--- src/rtl/mlp_layer_sequencer_if.sv ---
`default_nettype none
// ============================================================================
// Module      : mlp_layer_sequencer_if
// Description : Handshake, operand-fetch address and MAC-control bundle
//               between the MLP layer sequencer (master) and the
//               RAM / MAC / activation datapath (slave).
// Revision    : 1.0 - initial release
// ============================================================================
interface mlp_layer_sequencer_if #(
    parameter int LAYER_W = 2,
    parameter int IDX_W   = 9,
    parameter int WADDR_W = 16
) ();

    // Run control
    logic                       start;
    logic                       stall;
    logic                       busy;
    logic                       done;

    // Operand fetch side (issue cycle)
    logic [LAYER_W-1:0]         layer_idx;
    logic [LAYER_W+IDX_W-1:0]   in_neuron_addr;
    logic [WADDR_W-1:0]         weight_addr;

    // MAC / write-back side (delayed by the fetch + multiply latency)
    logic                       mac_en;
    logic                       mac_clear;
    logic                       write_neuron;
    logic [LAYER_W+IDX_W-1:0]   out_neuron_addr;
    logic                       relu_en;

    // Sequencer side
    modport master (
        input  start,
        input  stall,
        output busy,
        output done,
        output layer_idx,
        output in_neuron_addr,
        output weight_addr,
        output mac_en,
        output mac_clear,
        output write_neuron,
        output out_neuron_addr,
        output relu_en
    );

    // Datapath / controller side
    modport slave (
        output start,
        output stall,
        input  busy,
        input  done,
        input  layer_idx,
        input  in_neuron_addr,
        input  weight_addr,
        input  mac_en,
        input  mac_clear,
        input  write_neuron,
        input  out_neuron_addr,
        input  relu_en
    );

endinterface
`default_nettype wire

--- src/rtl/mlp_layer_sequencer.sv ---
`default_nettype none
// ============================================================================
// Module      : mlp_layer_sequencer
// Description : Parametrised address/control sequencer for a layer-serial
//               MLP datapath. Walks layers, output neurons and input weights,
//               issuing one MAC operand fetch per cycle, and produces
//               latency-matched MAC/write-back controls.
// Revision    : 1.0 - initial release
// ============================================================================
module mlp_layer_sequencer #(
    parameter int                       NUM_LAYERS  = 4,
    parameter logic [16*NUM_LAYERS-1:0] LAYER_SIZES = {16'd10, 16'd16, 16'd30, 16'd432},
    parameter int                       IDX_W       = 9,
    parameter int                       LAYER_W     = 2,
    parameter int                       WADDR_W     = 16,
    parameter int                       PIPE_LAT    = 2
) (
    input  wire logic               clk,
    input  wire logic               reset_n,
    mlp_layer_sequencer_if.master   ctrl
);

    // ------------------------------------------------------------------------
    // Elaboration-time configuration checks
    // ------------------------------------------------------------------------
    function automatic longint total_weights();
        longint t;
        t = 0;
        for (int i = 0; i < NUM_LAYERS - 1; i++) begin
            t += longint'(LAYER_SIZES[i*16 +: 16]) * longint'(LAYER_SIZES[(i+1)*16 +: 16]);
        end
        return t;
    endfunction

    localparam longint TOTAL_WEIGHTS = total_weights();
    localparam int     NSLOT         = 2 ** LAYER_W;
    localparam int     DRAIN_W       = $clog2(PIPE_LAT + 2);
    localparam int     ADDR_W        = LAYER_W + IDX_W;

    generate
        if (NUM_LAYERS < 2 || PIPE_LAT < 1 || NSLOT < NUM_LAYERS || IDX_W > 16 ||
            TOTAL_WEIGHTS > (longint'(1) << WADDR_W)) begin : g_bad_cfg
            $fatal(1, "mlp_layer_sequencer: illegal parameter combination");
        end
    endgenerate

    // ------------------------------------------------------------------------
    // Layer size lookup, indexed by layer number (unused slots read as 0)
    // ------------------------------------------------------------------------
    logic [IDX_W-1:0] size_tbl [NSLOT];

    genvar gi;
    generate
        for (gi = 0; gi < NSLOT; gi++) begin : g_size
            if (gi < NUM_LAYERS) begin : g_used
                assign size_tbl[gi] = LAYER_SIZES[gi*16 +: IDX_W];
            end else begin : g_unused
                assign size_tbl[gi] = '0;
            end
        end
    endgenerate

    // ------------------------------------------------------------------------
    // State, counters and issue-tag pipeline
    // ------------------------------------------------------------------------
    typedef enum logic [1:0] {
        S_IDLE  = 2'd0,
        S_RUN   = 2'd1,
        S_DRAIN = 2'd2,
        S_DONE  = 2'd3
    } state_t;

    // One entry per cycle travelling alongside the RAM read + multiply.
    typedef struct packed {
        logic              valid;
        logic              first;
        logic              last;
        logic              relu;
        logic [ADDR_W-1:0] dst;
    } tag_t;

    state_t               state_q,  state_d;
    logic [LAYER_W-1:0]   layer_q,  layer_d;
    logic [IDX_W-1:0]     neuron_q, neuron_d;
    logic [IDX_W-1:0]     wgt_q,    wgt_d;
    logic [WADDR_W-1:0]   waddr_q,  waddr_d;
    logic [DRAIN_W-1:0]   drain_q,  drain_d;
    tag_t                 pipe_q [PIPE_LAT];
    tag_t                 tag_d;

    logic [LAYER_W-1:0]   layer_nxt;
    logic                 last_w;
    logic                 last_n;
    logic                 final_layer;
    logic                 issue;

    assign layer_nxt   = layer_q + LAYER_W'(1);
    assign last_w      = (wgt_q == size_tbl[layer_q] - IDX_W'(1));
    assign last_n      = (neuron_q == size_tbl[layer_nxt] - IDX_W'(1));
    assign final_layer = (layer_nxt == LAYER_W'(NUM_LAYERS - 1));

    // State and counter registers
    always_ff @(posedge clk or negedge reset_n) begin
        if (!reset_n) begin
            state_q  <= S_IDLE;
            layer_q  <= '0;
            neuron_q <= '0;
            wgt_q    <= '0;
            waddr_q  <= '0;
            drain_q  <= '0;
        end else begin
            state_q  <= state_d;
            layer_q  <= layer_d;
            neuron_q <= neuron_d;
            wgt_q    <= wgt_d;
            waddr_q  <= waddr_d;
            drain_q  <= drain_d;
        end
    end

    // Next-state logic: walk weight -> neuron -> layer, barrier between layers.
    // On the final issue of a layer the weight/neuron counters are left alone
    // so the fetch address holds the last issued value through the drain.
    always_comb begin
        state_d  = state_q;
        layer_d  = layer_q;
        neuron_d = neuron_q;
        wgt_d    = wgt_q;
        waddr_d  = waddr_q;
        drain_d  = drain_q;
        issue    = 1'b0;

        case (state_q)
            S_IDLE, S_DONE: begin
                if (ctrl.start) begin
                    state_d  = S_RUN;
                    layer_d  = '0;
                    neuron_d = '0;
                    wgt_d    = '0;
                    waddr_d  = '0;
                end
            end

            S_RUN: begin
                if (!ctrl.stall) begin
                    issue   = 1'b1;
                    waddr_d = waddr_q + WADDR_W'(1);
                    if (last_w) begin
                        if (last_n) begin
                            state_d = S_DRAIN;
                            drain_d = '0;
                        end else begin
                            wgt_d    = '0;
                            neuron_d = neuron_q + IDX_W'(1);
                        end
                    end else begin
                        wgt_d = wgt_q + IDX_W'(1);
                    end
                end
            end

            S_DRAIN: begin
                // PIPE_LAT+1 cycles so the layer's last write lands before
                // the next layer starts reading those neurons.
                if (drain_q == DRAIN_W'(PIPE_LAT)) begin
                    if (final_layer) begin
                        state_d = S_DONE;
                    end else begin
                        state_d  = S_RUN;
                        layer_d  = layer_nxt;
                        neuron_d = '0;
                        wgt_d    = '0;
                    end
                end else begin
                    drain_d = drain_q + DRAIN_W'(1);
                end
            end

            default: begin
                state_d = S_IDLE;
            end
        endcase
    end

    // Tag for this cycle: a real operand on issue, otherwise an all-zero bubble
    always_comb begin
        tag_d = '0;
        if (issue) begin
            tag_d.valid = 1'b1;
            tag_d.first = (wgt_q == '0);
            tag_d.last  = last_w;
            tag_d.relu  = !final_layer;
            tag_d.dst   = {layer_nxt, neuron_q};
        end
    end

    // Latency-matching shift register; advances every cycle, stalled or not
    always_ff @(posedge clk or negedge reset_n) begin
        if (!reset_n) begin
            for (int i = 0; i < PIPE_LAT; i++) begin
                pipe_q[i] <= '0;
            end
        end else begin
            pipe_q[0] <= tag_d;
            for (int i = 1; i < PIPE_LAT; i++) begin
                pipe_q[i] <= pipe_q[i-1];
            end
        end
    end

    // ------------------------------------------------------------------------
    // Outputs: all derived from registers so reset clears them immediately
    // ------------------------------------------------------------------------
    assign ctrl.busy            = (state_q == S_RUN) || (state_q == S_DRAIN);
    assign ctrl.done            = (state_q == S_DONE);
    assign ctrl.layer_idx       = layer_q;
    assign ctrl.in_neuron_addr  = {layer_q, wgt_q};
    assign ctrl.weight_addr     = waddr_q;
    assign ctrl.mac_en          = pipe_q[PIPE_LAT-1].valid;
    assign ctrl.mac_clear       = pipe_q[PIPE_LAT-1].valid & pipe_q[PIPE_LAT-1].first;
    assign ctrl.write_neuron    = pipe_q[PIPE_LAT-1].valid & pipe_q[PIPE_LAT-1].last;
    assign ctrl.out_neuron_addr = pipe_q[PIPE_LAT-1].dst;
    assign ctrl.relu_en         = pipe_q[PIPE_LAT-1].relu;

endmodule
`default_nettype wire

--- src/flat_wrapper.sv ---
// flat-port wrapper written by rule: the top's interface ports become plain ports
module mlp_layer_sequencer_flat 
#(
    parameter int                       NUM_LAYERS  = 4,
    parameter logic [16*NUM_LAYERS-1:0] LAYER_SIZES = {16'd10, 16'd16, 16'd30, 16'd432},
    parameter int                       IDX_W       = 9,
    parameter int                       LAYER_W     = 2,
    parameter int                       WADDR_W     = 16,
    parameter int                       PIPE_LAT    = 2
)
  (clk, reset_n, ctrl_start, ctrl_stall, ctrl_busy, ctrl_done, ctrl_layer_idx, ctrl_in_neuron_addr, ctrl_weight_addr, ctrl_mac_en, ctrl_mac_clear, ctrl_write_neuron, ctrl_out_neuron_addr, ctrl_relu_en);
  mlp_layer_sequencer_if #(.LAYER_W(LAYER_W), .IDX_W(IDX_W), .WADDR_W(WADDR_W)) ctrl_i ();
  input  wire logic clk;
  input  wire logic reset_n;
  input wire logic [$bits(ctrl_i.start)-1:0] ctrl_start;
  input wire logic [$bits(ctrl_i.stall)-1:0] ctrl_stall;
  output wire logic [$bits(ctrl_i.busy)-1:0] ctrl_busy;
  output wire logic [$bits(ctrl_i.done)-1:0] ctrl_done;
  output wire logic [$bits(ctrl_i.layer_idx)-1:0] ctrl_layer_idx;
  output wire logic [$bits(ctrl_i.in_neuron_addr)-1:0] ctrl_in_neuron_addr;
  output wire logic [$bits(ctrl_i.weight_addr)-1:0] ctrl_weight_addr;
  output wire logic [$bits(ctrl_i.mac_en)-1:0] ctrl_mac_en;
  output wire logic [$bits(ctrl_i.mac_clear)-1:0] ctrl_mac_clear;
  output wire logic [$bits(ctrl_i.write_neuron)-1:0] ctrl_write_neuron;
  output wire logic [$bits(ctrl_i.out_neuron_addr)-1:0] ctrl_out_neuron_addr;
  output wire logic [$bits(ctrl_i.relu_en)-1:0] ctrl_relu_en;
  assign ctrl_i.start = ctrl_start;
  assign ctrl_i.stall = ctrl_stall;
  assign ctrl_busy = ctrl_i.busy;
  assign ctrl_done = ctrl_i.done;
  assign ctrl_layer_idx = ctrl_i.layer_idx;
  assign ctrl_in_neuron_addr = ctrl_i.in_neuron_addr;
  assign ctrl_weight_addr = ctrl_i.weight_addr;
  assign ctrl_mac_en = ctrl_i.mac_en;
  assign ctrl_mac_clear = ctrl_i.mac_clear;
  assign ctrl_write_neuron = ctrl_i.write_neuron;
  assign ctrl_out_neuron_addr = ctrl_i.out_neuron_addr;
  assign ctrl_relu_en = ctrl_i.relu_en;
  mlp_layer_sequencer #(.NUM_LAYERS(NUM_LAYERS), .LAYER_SIZES(LAYER_SIZES), .IDX_W(IDX_W), .LAYER_W(LAYER_W), .WADDR_W(WADDR_W), .PIPE_LAT(PIPE_LAT)) u_core (.clk(clk), .reset_n(reset_n), .ctrl(ctrl_i));
endmodule
--- config.mk ---
export PLATFORM = sky130hd
export DESIGN_NAME = mlp_layer_sequencer_flat
export DESIGN_NICKNAME = d
export VERILOG_FILES = /design/src/rtl/mlp_layer_sequencer_if.sv /design/src/rtl/mlp_layer_sequencer.sv /design/src/flat_wrapper.sv
export SDC_FILE = /design/constraint.sdc
export NUM_CORES = 1
export LEC_CHECK = 0
export CORE_MARGIN = 10
export CORE_UTILIZATION = 30
export CTS_CLUSTER_DIAMETER = 150
export DETAILED_ROUTE_END_ITERATION = 16
export PLACE_DENSITY = 0.49
export SYNTH_ARGS = -nofsm -noshare
export SYNTH_HDL_FRONTEND = slang
export SYNTH_SLANG_ARGS = --single-unit
--- constraint.sdc ---
create_clock -name clk -period 4.8 [get_ports clk]
set_input_delay 1.2 -clock clk [delete_from_list [all_inputs] [get_ports clk]]
set_output_delay 1.2 -clock clk [all_outputs]
set_load 0.03 [all_outputs]
Word-level counts from Yosys, hierarchy flattened
Index checks and enable logic that the tools add are counted.

word-level totals
  register bits = 70
  latch bits = 0
  bits in writable memories = 0
  ROM bits = 0
  bits of input ports = 4
  word-level logic and storage cells = 98
  memories = 0

operators by class
  add/subtract/negate cells = 7
  multipliers = 0
  divide/modulo/power cells = 0
  magnitude comparators = 2
  equality and inequality tests = 16
  shifts and indexed selects = 0
  mux-type cells = 39
  bitwise gates (word level) = 4
  reductions and logical operators = 14

operators by type and width
  operator               number
  $mux 9                 13
  $pmux 9 s3             2
  $bmux 9 s2             2
  $mux 16                2
  $pmux 16 s2            1
  $mux 2                 13
  $add 9x1->9 const B    2
  $eq 9x9->1             2
  $sub 9x1->9 const B    2
  $add 16x1->16 const B  1
  $mux 15                1
  $reduce_and 5->1       3
  $ne 2x2->1 const B     5
  $logic_not 9->1        1
  $eq 2x2->1 const B     4
  $pmux 2 s2             2
  $ge 3x3->1 const B     2
  $ne 2x1->1 const B     3
  $not 2->3              2
  $pmux 2 s3             1
  $reduce_and 6->1       1
  $reduce_bool 2->1      3
  $add 2x1->2 const B    2
  $reduce_and 4->1       1
  9 further kinds        11

Longest topological paths before layout
Gate-level depths: netlist of run 1.

  depth after elaboration = 11
  mapped depth = 9
  mapped depth without buffers = 7

Worst setup path after synthesis of run 1
No wires, ideal clock.

  path type = register to register
  start = register u_core.layer_q[0] (netlist: u_core.ctrl.layer_idx[0])
  end = register u_core.drain_q[1]
  arrival time = 2.538 ns
  required time = 4.675 ns
  setup slack = 2.137 ns
  cell stages (with the launch flop) = 8
  buffers on the path = 0
  clock period less this slack = 2.663 ns
  cells stage by stage = dfrtp_1 > inv_1 > ha_1 > or4_4 > a211oi_2 > nand4_2 > nor2_1 > mux2_2

on the way
  longest elaborated chain between the ends = 9
  elaborated cells between the ends (all ways) = 16
  classes of those cells = 3 x add/sub; 4 x eq/ne; 6 x mux; 2 x bitwise; 1 x reduce/logical

ends and longest elaborated chain
  element                                    RTL line                    text
  start: declaration                         mlp_layer_sequencer.sv:83   logic [LAYER_W-1:0] layer_q, layer_d;
  start signal: assignment                   mlp_layer_sequencer.sv:113  layer_q <= layer_d;
  $add 2x1->2                                mlp_layer_sequencer.sv:97   assign layer_nxt = layer_q + LAYER_W'(1);
  $not 2->3 (implied by the code)            mlp_layer_sequencer.sv:99   assign last_n = (neuron_q == size_tbl[layer_nxt] - IDX_W'(1));
  $bmux 9 s2                                 mlp_layer_sequencer.sv:99
  $mux 9 (implied by the code) (2 in a row)  mlp_layer_sequencer.sv:99
  $sub 9x1->9                                mlp_layer_sequencer.sv:99
  $eq 9x9->1                                 mlp_layer_sequencer.sv:99
  $ne 2x1->1 (no line)                       n/a
  $reduce_and 5->1 (no line) *               n/a
  end signal: assignment                     mlp_layer_sequencer.sv:117  drain_q <= drain_d;
  end: declaration                           mlp_layer_sequencer.sv:87   logic [DRAIN_W-1:0] drain_q, drain_d;

Every way passes the cells marked *; elsewhere a longest branch is shown, timed or not. The select of a mux whose other input is x is not followed.
A chain may end at the register's enable or synchronous reset.

Final worst setup path of run 1
  start = input ctrl_stall
  end = register u_core.wgt_q[8]

on the way
  longest elaborated chain between the ends = 2

ends and longest elaborated chain
  element                     RTL line                    text
  start: declaration          flat_wrapper.sv:16          input wire logic [$bits(ctrl_i.stall)-1:0] ctrl_stall;
  $ne 2x2->1 (no line)        n/a
  $reduce_and 5->1 (no line)  n/a
  end signal: assignment      mlp_layer_sequencer.sv:115  wgt_q <= wgt_d;
  end: declaration            mlp_layer_sequencer.sv:85   logic [IDX_W-1:0] wgt_q, wgt_d;

Every way passes these cells.

==> run summary, run 1 <==
The run finished with clean final reports. The buffer count from post-CTS setup fixing is 0, and the synthesis-stage register bit count is 70. The final worst-path cycle share is 0.678. The signal on the critical path passes through clkdlybuf4s50_1 > a221o_1 > buf_4 > or4_1 > a221o_1 > nand2_1. The final-report setup violation count is 0. Final hold analysis gives a worst-case slack of 0.343 ns.

In the final design database the tool counted 436 nets. The power density over the cells works out to 537 nW/um^2. Wires add up to 9.25 mm. The worst setup path is launched from a primary input.

Leading cell type in the layout, fill and taps excluded: sky130_fd_sc_hd__dfrtp_1. The adder-cell share of the synthesized area came out at 0.0468. The area growth from synthesis to layout is 23.3%. Detailed routing inserted a total of 2947 vias.

The path class of the tightest hold or removal check is flip-flop to flip-flop. The tools report the leakage power of the design as 0.00202 uW. In this run the clock root is driven by a sky130_fd_sc_hd__clkbuf_16. The largest clock skew in the final design is 0.00796 ns.

Library cell with the largest summed area after synthesis: sky130_fd_sc_hd__dfrtp_1. For the met1 usage, the log shows 0.138. The largest individual stage delay along the critical path comes from the cell sky130_fd_sc_hd__clkdlybuf4s50_1. Setup total negative slack on the finished layout was measured at 0 ns. The share of layout cells above drive strength 1 was 0.0804; the HPWL after detailed placement was 6.53 mm. For this run, design rule violations remaining after detail routing come to 0. The run gives 12100 um^2 as the core footprint. After synthesis, the largest family of logic cells by area is simple AND/OR/NAND/NOR gates. The cell count after synthesis came out at 384. For the total power draw, the log shows 2480 uW. No sink is reached through more buffers than the 2 on the longest clock path. The worst hold path begins at u_core.pipe_q[19]$_DFF_PN0_. The internal portion of total power is 1510 uW.

The routing usage on met3 was 0.0267; the mean number of vias per cell was 4.99. The synthesized netlist contains 55 unique library cells. The pin count of the biggest net entering global routing came out at 29.

The starting density of the core came out at 0.309. The number of iterations in the first detailed-routing pass came out at 5. Post-CTS repair changed the size of 0 cells. The routed length per placed instance is 15.7 um. The worst slew margin relative to its limit was 0.448; the number of placement rows was 40.

The proportion of total power due to net switching was 0.390; the post-synthesis share of cell area spent on and, or, nand and nor gates was 0.249. The dominant register cell in the synthesized netlist is sky130_fd_sc_hd__dfrtp_1. The detailed router finished its first iteration with 170 violations. VDD sags by at most 0.228 mV.

Once layout is done, the placed cells without fillers occupy 4620 um^2. The synthesized-area fraction occupied by ao, oa, aoi and oai cells is 0.122. In the post-synthesis netlist, the biggest area contributors are sky130_fd_sc_hd__dfrtp_1 47%, sky130_fd_sc_hd__ha_1 4.7%, sky130_fd_sc_hd__nand2_1 4.3%. The post-synthesis sequential area ratio is 0.468. Of all nets on the critical path, the largest fanout is 21.

The number of antenna violations at the first check in global routing was 0. The width of the die came out at 132 um. The overall fraction of global-route tracks in use is 0.105, and the number of enable-type register cells in the synthesized netlist is 0.

For this design, the sink count on the clock tree is 70. During I/O placement, the number of pins put on the boundary was 50. The number of port buffers came out at 49. In this run, CTS created clock tree buffers numbering 9. Number of warning messages in the yosys log: 0.

For the required time of the worst setup path, the log shows 5.08 ns. TritonCTS built the clock tree. In the layout the commonest cells are 70 x sky130_fd_sc_hd__dfrtp_1, 48 x sky130_fd_sc_hd__clkdlybuf4s50_1, 43 x sky130_fd_sc_hd__nand2_1. The most common cell type on the critical path was sky130_fd_sc_hd__a221o_1. The portion of synthesized cell area occupied by the leading cell type works out to 0.468. Setup repair after global routing left no endpoint under its margin. The die covers 17400 um^2. The run gives 3.53 ns as the arrival time of data at the critical path endpoint. The run gives 2721 as the number of global-route vias before repair. The XOR/XNOR share of the synthesized area works out to 0.0398. The busiest metal layer after global routing was met2. The critical path starts at ctrl_stall.

The synthesized area divided by synthesized cell count is 9.75 um^2, and the transition at the pin with the smallest max-transition slack is 0.828 ns. For this design, the CTS-stage hold fixing added 0 buffers. Counting both buffers and inverters, the worst setup path holds a total of 2.

The die outline height came out at 132 um. The largest single stage delay on the critical path is 0.59 ns. The multiplexer share of the synthesized area was 0.0147; the count of final max-slew check failures was 0.

The net load switching power is 967 uW. The antenna violation net count after detailed routing came out at 0. The startpoint identified for the worst register-to-register timing path is u_core.ctrl.layer_idx[0]$_DFFE_PN0P_. The setup path with the least slack is of type primary input to flip-flop. The post-synthesis instance area was 3740 um^2. The clock reaches the later pin of the worst-skew pair after 0.33 ns. The clock transition time at the flip-flop clock pins of the worst setup and hold paths is 0.06 ns. The sequential share of power was 0.336. On the critical path the largest part of the delay comes from compound AO/OA/AOI/OAI gates. The congestion estimate from routability-driven global placement came to 0.820.

The logs give 14.9 mm for the first-pass GRT wire length and 0 for the final-report hold violation count. The run gives 0.155 as the global routing met2 resource utilization. 0 antenna diodes ended up in the layout.

Subtracting the final worst setup slack from the clock period gives 3.25 ns. The H-tree level count is 3, and the share of total power in the clock network is 0.286. Counting every net in the synthesized netlist gives 402. The logs give 0.378 for the part of the total power dissipated in combinational logic and 0 for the global-route congestion overflow total.

The number of max-capacitance violations reported is 0. The worst setup path is captured at a flip-flop. The fraction of registers with async set or reset after synthesis is 1.00, and the post-place instance area is 4300 um^2. Timing would allow up to 307 MHz.
-- flip-flops by register name, summed over array words and instances (netlist names) --
signal,count
u_core.ctrl.layer_idx,2
u_core.ctrl.mac_en,1
u_core.ctrl.out_neuron_addr,11
u_core.ctrl.relu_en,1
u_core.ctrl.weight_addr,16
u_core.drain_q,2
u_core.neuron_q,9
u_core.pipe_q,17
u_core.state_q,2
u_core.wgt_q,9
-- worst register-to-register path: stages (launching register included) --
cell	delay, ns
sky130_fd_sc_hd__dfrtp_1	0.63
sky130_fd_sc_hd__inv_1	0.17
sky130_fd_sc_hd__ha_1	0.31
sky130_fd_sc_hd__nand2b_4	0.19
sky130_fd_sc_hd__a221o_1	0.47
sky130_fd_sc_hd__buf_4	0.27
sky130_fd_sc_hd__or4_1	0.53
sky130_fd_sc_hd__a221o_1	0.31
sky130_fd_sc_hd__nand2_1	0.06
-- worst paths after layout --
check / end / slack [ns] / cells after the start
setup / recovery: u_core.wgt_q[8]$_DFFE_PN0P_ / 1.55 / 6
hold / removal: u_core.ctrl.out_neuron_addr[4]$_DFF_PN0_ / 0.34 / 0
setup reg to reg: u_core.wgt_q[8]$_DFFE_PN0P_ / 1.80 / 8
hold reg to reg: u_core.ctrl.out_neuron_addr[4]$_DFF_PN0_ / 0.34 / 0
max in group asynchronous: u_core.ctrl.weight_addr[8]$_DFFE_PN0P_ / 3.12 / 2
min in group asynchronous: u_core.wgt_q[8]$_DFFE_PN0P_ / 0.90 / 1
-- final cells by class --
cell class | count | area, um^2
Multi-Input combinational cell | 270 | 1770
Sequential cell | 70 | 1750
Timing Repair Buffer | 54 | 523
Fill cell | 1231 | 7490
Clock buffer | 12 | 246
Tap cell | 168 | 210
Clock inverter | 4 | 70.1
Inverter | 13 | 48.8
-- Yosys cell counts, drive strengths merged (9+ instances only) --
library cell and n:
o21ai 9, nor3 12, nand3 18, nor4 12, and2 13, inv 13, and3 13, a21oi 10
clkbuf 14, buf 17, nor2 27, nand2 43, nand2b 9, xnor2 14, ha 14, dfrtp 70
-- routing by layer --
layer / part of all wire / vias up
met2: 0.44 / 62
met4: 0.022 / 0
met3: 0.047 / 12
met5: 0 / -
li1: - / 1429
met1: 0.49 / 1444
-- power by group through the flow --
stage                     logic, uW  clock network [uW]  registers [uW]
final                           938                 709             834
after global routing           1030                 749             858
after CTS                       944                 725             834
after detailed placement        937                   0             844
after global placement          927                   0             842
after floorplan                 588                   0             883
-- cell families (layout without fill, tap and decap cells) --
kind of cell	count (synthesis)	after routing
and+or+nand+nor	172	172
DFF	70	70
AOI/OAI and AO/OA	62	62
buffers and inverters	44	83
xor gates and xnor gates	17	17
adders and majority gates	14	14
muxes	5	5
-- through the flow --
step | cells | setup WS (ns) | utilization
2_1_floorplan | 384 | 2.14 | -
3_3_place_gp | 575 | 1.27 | 0.355
3_5_place_dp | 575 | 1.22 | 0.355
4_1_cts | 591 | 1.51 | 0.381
5_1_grt | 591 | 1.42 | 0.381
6_report | 591 | 1.55 | 0.381
(Power assumes the default switching activity.)
==> run 2, diff against run 1 <==
--- a/config.mk
+++ b/config.mk
@@ -9,7 +9,7 @@
 export CORE_UTILIZATION = 30
 export CTS_CLUSTER_DIAMETER = 150
 export DETAILED_ROUTE_END_ITERATION = 16
-export PLACE_DENSITY = 0.49
+export PLACE_DENSITY = 0.5
 export SYNTH_ARGS = -nofsm -noshare
 export SYNTH_HDL_FRONTEND = slang
 export SYNTH_SLANG_ARGS = --single-unit
==> constraint.sdc (replaced) <==
create_clock -name clk -period 2.87 [get_ports clk]
set_input_delay 0.7175 -clock clk [delete_from_list [all_inputs] [get_ports clk]]
set_output_delay 0.7175 -clock clk [all_outputs]
set_load 0.03 [all_outputs]
==> run 2 against run 1 <==
Critical path depth increased by 1; count of clock-buffer cells in the layout unchanged; hold slack improved by 0.0019 ns; largest cell class unchanged; non-clock buffer count increased by 10; clock skew increased by 0.00090 ns; clock power increased by 45%; cell count increased by 1.5%.
==> run summary, run 2 (synthesis gave the netlist of run 1 again) <==
For the post-layout net count, the log shows 446 (+2.3%). The post-place instance area was 4390 um^2 (+2.0%). The number of global-route vias before repair was 2897 (+6.5%). The run gives 3.14 ns (-1.94 ns) as the required time of the worst setup path.

The overall fraction of global-route tracks in use is 0.106 (+0.00116). The part of the total power dissipated in combinational logic came out at 0.397 (+0.019). The H-tree level count is 3 (unchanged), and the power density over the cells is 862 nW/um^2 (+60%). The leakage power of the design is 0.00206 uW (+1.9%).

The worst slew margin relative to its limit was 0.679 (+0.231); the final worst-path cycle share was 0.841. The proportion of total power due to net switching came out at 0.400 (+0.0107). The library cell used most frequently in the layout, excluding fill and tap cells, is sky130_fd_sc_hd__dfrtp_1. The run gives 0 (unchanged) as the cts-stage hold buffer count. For the core footprint, the log shows 12100 um^2 (unchanged). The number of port buffers was 49 (unchanged); the number of flip-flops under the largest register name was 17 (unchanged).

The mean number of vias per cell is 4.96 (-0.60%), and the largest fanout on the critical path is 8 (-62%). The area growth from synthesis to layout is 24.6%. Type of the worst setup path: flip-flop to flip-flop. The run gives 0.309 (unchanged) as the starting density of the core.

For the first-iteration detailed-routing DRC count, the log shows 215 (+26%). Number of sinks handled by clock tree synthesis: 70 (unchanged). The number of antenna violations at the first check in global routing came out at 0 (unchanged).

Area of the die: 17400 um^2 (unchanged). The run gives 0 (unchanged) as the global-route congestion overflow total. The number of placed I/O pins came out at 50 (unchanged).

For the pin count of the biggest net entering global routing, the log shows 71 (+140%). Buffer count from post-CTS setup fixing: 0 (unchanged). The depth of the worst register-to-register path is 7 (-1). The clock period could shrink to 2.41 ns.

Share of total power in the clock network: 0.257 (-0.029). The number of iterations in the first detailed-routing pass is 4 (-1), and the sequential share of power is 0.346 (+0.010). The run gives 4670 um^2 (+1.1%) as the post-route cell area. The critical path starts at u_core.state_q[0]$_DFFE_PN0P_.

The routed length per placed instance is 15.4 um (-2.0%), and the final antenna diode count is 0 (unchanged). The buffer cell driving the clock tree root was sky130_fd_sc_hd__clkbuf_16. The width of the die came out at 132 um (unchanged).

For the sum of routed wire length over all layers, the log shows 9.21 mm (-0.48%). The logs give 0.46 ns (-1.34 ns) for the worst setup slack for register-to-register paths and 2410 uW (+59%) for the internal portion of total power. The run finished with clean final reports. The register with the highest flop count was u_core.pipe_q. The achievable clock frequency came out at 414 MHz. Setup repair after global routing left no endpoint under its margin. The tools report the first-pass GRT wire length as 15.3 mm (+2.7%). The tools report the capture point of the worst reg-to-reg path as u_core.wgt_q[8]$_DFFE_PN0P_.

The clock insertion delay at the later pin of the skew report came out at 0.33 ns (about the same). The reg-to-reg critical path startpoint was u_core.state_q[0]$_DFFE_PN0P_. The via count is 2974 (+0.92%), and the HPWL after detailed placement is 6.49 mm (-0.56%). CTS buffer count: 9 (unchanged).

The startpoint type of the worst setup path is a flip-flop. The final-report setup violation count was 0 (unchanged). Routability-driven placement congestion ratio: 0.798 (-2.7%). The library cells used most frequently in the layout, excluding fill and tap cells, are 70 x sky130_fd_sc_hd__dfrtp_1, 47 x sky130_fd_sc_hd__clkdlybuf4s50_1, 43 x sky130_fd_sc_hd__nand2_1.

The die outline height is 132 um (unchanged), and the arrival time of data at the critical path endpoint is 2.69 ns (-0.84 ns). In this run the worst setup path terminates at u_core.wgt_q[8]$_DFFE_PN0P_. TritonCTS built the clock tree.

The final-report hold violation count came out at 0 (unchanged). Clock transition time at the flip-flop clock pins of the worst setup and hold paths: 0.06 ns (about the same). The tools report the number of max-capacitance violations reported as 0 (unchanged).

The path class of the tightest hold or removal check is flip-flop to flip-flop. The tools report the largest clock skew in the final design as 0.00886 ns (+0.000897 ns). The logs give 0 (unchanged) for the count of final max-slew check failures and 0 (unchanged) for the antenna violation net count after detailed routing. The DRC violation count after routing is 0 (unchanged), and the largest vdd supply drop is 0.308 mV (+35%). STA classifies the critical path endpoint as a flip-flop. Number of buffers on the longest clock path: 2 (unchanged). The number of placement rows is 40 (unchanged), and the share of layout cells above drive strength 1 is 0.102 (+0.0215). The accumulated negative setup slack came out at 0 ns (unchanged). The net load switching power came out at 1610 uW (+67%).

The transition at the pin with the smallest max-transition slack is 0.478 ns (-0.351 ns).
[run 2: changes by cell type in the layout (fill, tap and decap cells not counted)]
cell and change:
sky130_fd_sc_hd__clkbuf_1 -1, sky130_fd_sc_hd__buf_12 +1, sky130_fd_sc_hd__buf_4 +9, sky130_fd_sc_hd__clkbuf_8 +1, sky130_fd_sc_hd__clkinvlp_4 +2, sky130_fd_sc_hd__bufinv_16 -2, sky130_fd_sc_hd__clkdlybuf4s50_1 -1, sky130_fd_sc_hd__clkinv_2 -1
sky130_fd_sc_hd__dlymetal6s2s_1 +1
[run 2: worst min path at each step]
stage	start	to	slack, ns	depth (start not counted)
2_1_floorplan	u_core.pipe_q[29]$_DFF_PN0_	u_core.ctrl.mac_en$_DFF_PN0_	0.33	0
3_3_place_gp	u_core.pipe_q[22]$_DFF_PN0_	u_core.ctrl.out_neuron_addr[7]$_DFF_PN0_	0.33	0
3_5_place_dp	u_core.pipe_q[16]$_DFF_PN0_	u_core.ctrl.out_neuron_addr[1]$_DFF_PN0_	0.33	0
4_1_cts	u_core.pipe_q[18]$_DFF_PN0_	u_core.ctrl.out_neuron_addr[3]$_DFF_PN0_	0.35	0
5_1_grt	u_core.pipe_q[17]$_DFF_PN0_	u_core.ctrl.out_neuron_addr[2]$_DFF_PN0_	0.35	0
6_report	u_core.pipe_q[21]$_DFF_PN0_	u_core.ctrl.out_neuron_addr[6]$_DFF_PN0_	0.35	0
[run 2: worst max-delay path, stage by stage (launching register included)]
cell and delay (ns):
sky130_fd_sc_hd__dfrtp_1 0.43, sky130_fd_sc_hd__inv_1 0.07, sky130_fd_sc_hd__ha_1 0.40, sky130_fd_sc_hd__nor2b_1 0.19, sky130_fd_sc_hd__a221o_1 0.35, sky130_fd_sc_hd__or4_1 0.53
sky130_fd_sc_hd__a221o_1 0.31, sky130_fd_sc_hd__nand2_1 0.06
[run 2: power groups by stage]
stage	logic (uW)	registers, uW	clock network, uW
3_3_place_gp	1590	1410	0
5_1_grt	1760	1430	1100
6_report	1600	1390	1030
3_5_place_dp	1610	1410	0
4_1_cts	1620	1400	1060
2_1_floorplan	983	1480	0
[run 2: final cells by class]
class / instances / area, um^2
inverters: 13 / 48.8
well taps: 168 / 210
fillers: 1239 / 7440
multi-input cells: 270 / 1770
flip-flops and latches: 70 / 1750
repair buffers: 64 / 613
clock buffers: 12 / 256
clock inverters: 3 / 20.0
[run 2: metrics by stage]
stage / hold WS (ns) / utilization / power, uW / worst slack, ns / cells
2_1_floorplan: 0.331 / - / 2460 / 0.207 / 384
3_3_place_gp: 0.334 / 0.362 / 3000 / 0.255 / 585
3_5_place_dp: 0.335 / 0.362 / 3020 / 0.195 / 585
4_1_cts: 0.346 / 0.385 / 4080 / 0.0805 / 600
5_1_grt: 0.350 / 0.385 / 4290 / 0.273 / 600
6_report: 0.345 / 0.385 / 4020 / 0.456 / 600
[run 2: layer usage]
metal / vias to the layer above / routed length, um / global-route usage
li1: 1459 / - / -
met2: 54 / 4100 / 0.155
met4: 0 / 137 / 0.0445
met5: - / 0 / 0
met1: 1451 / 4550 / 0.144
met3: 10 / 420 / 0.0290
[run 2: what timing repair did]
item	in CTS	in global routing
setup endpoints to repair	0	1
endpoints found under the hold margin	0	0
gates resized for setup	0	1
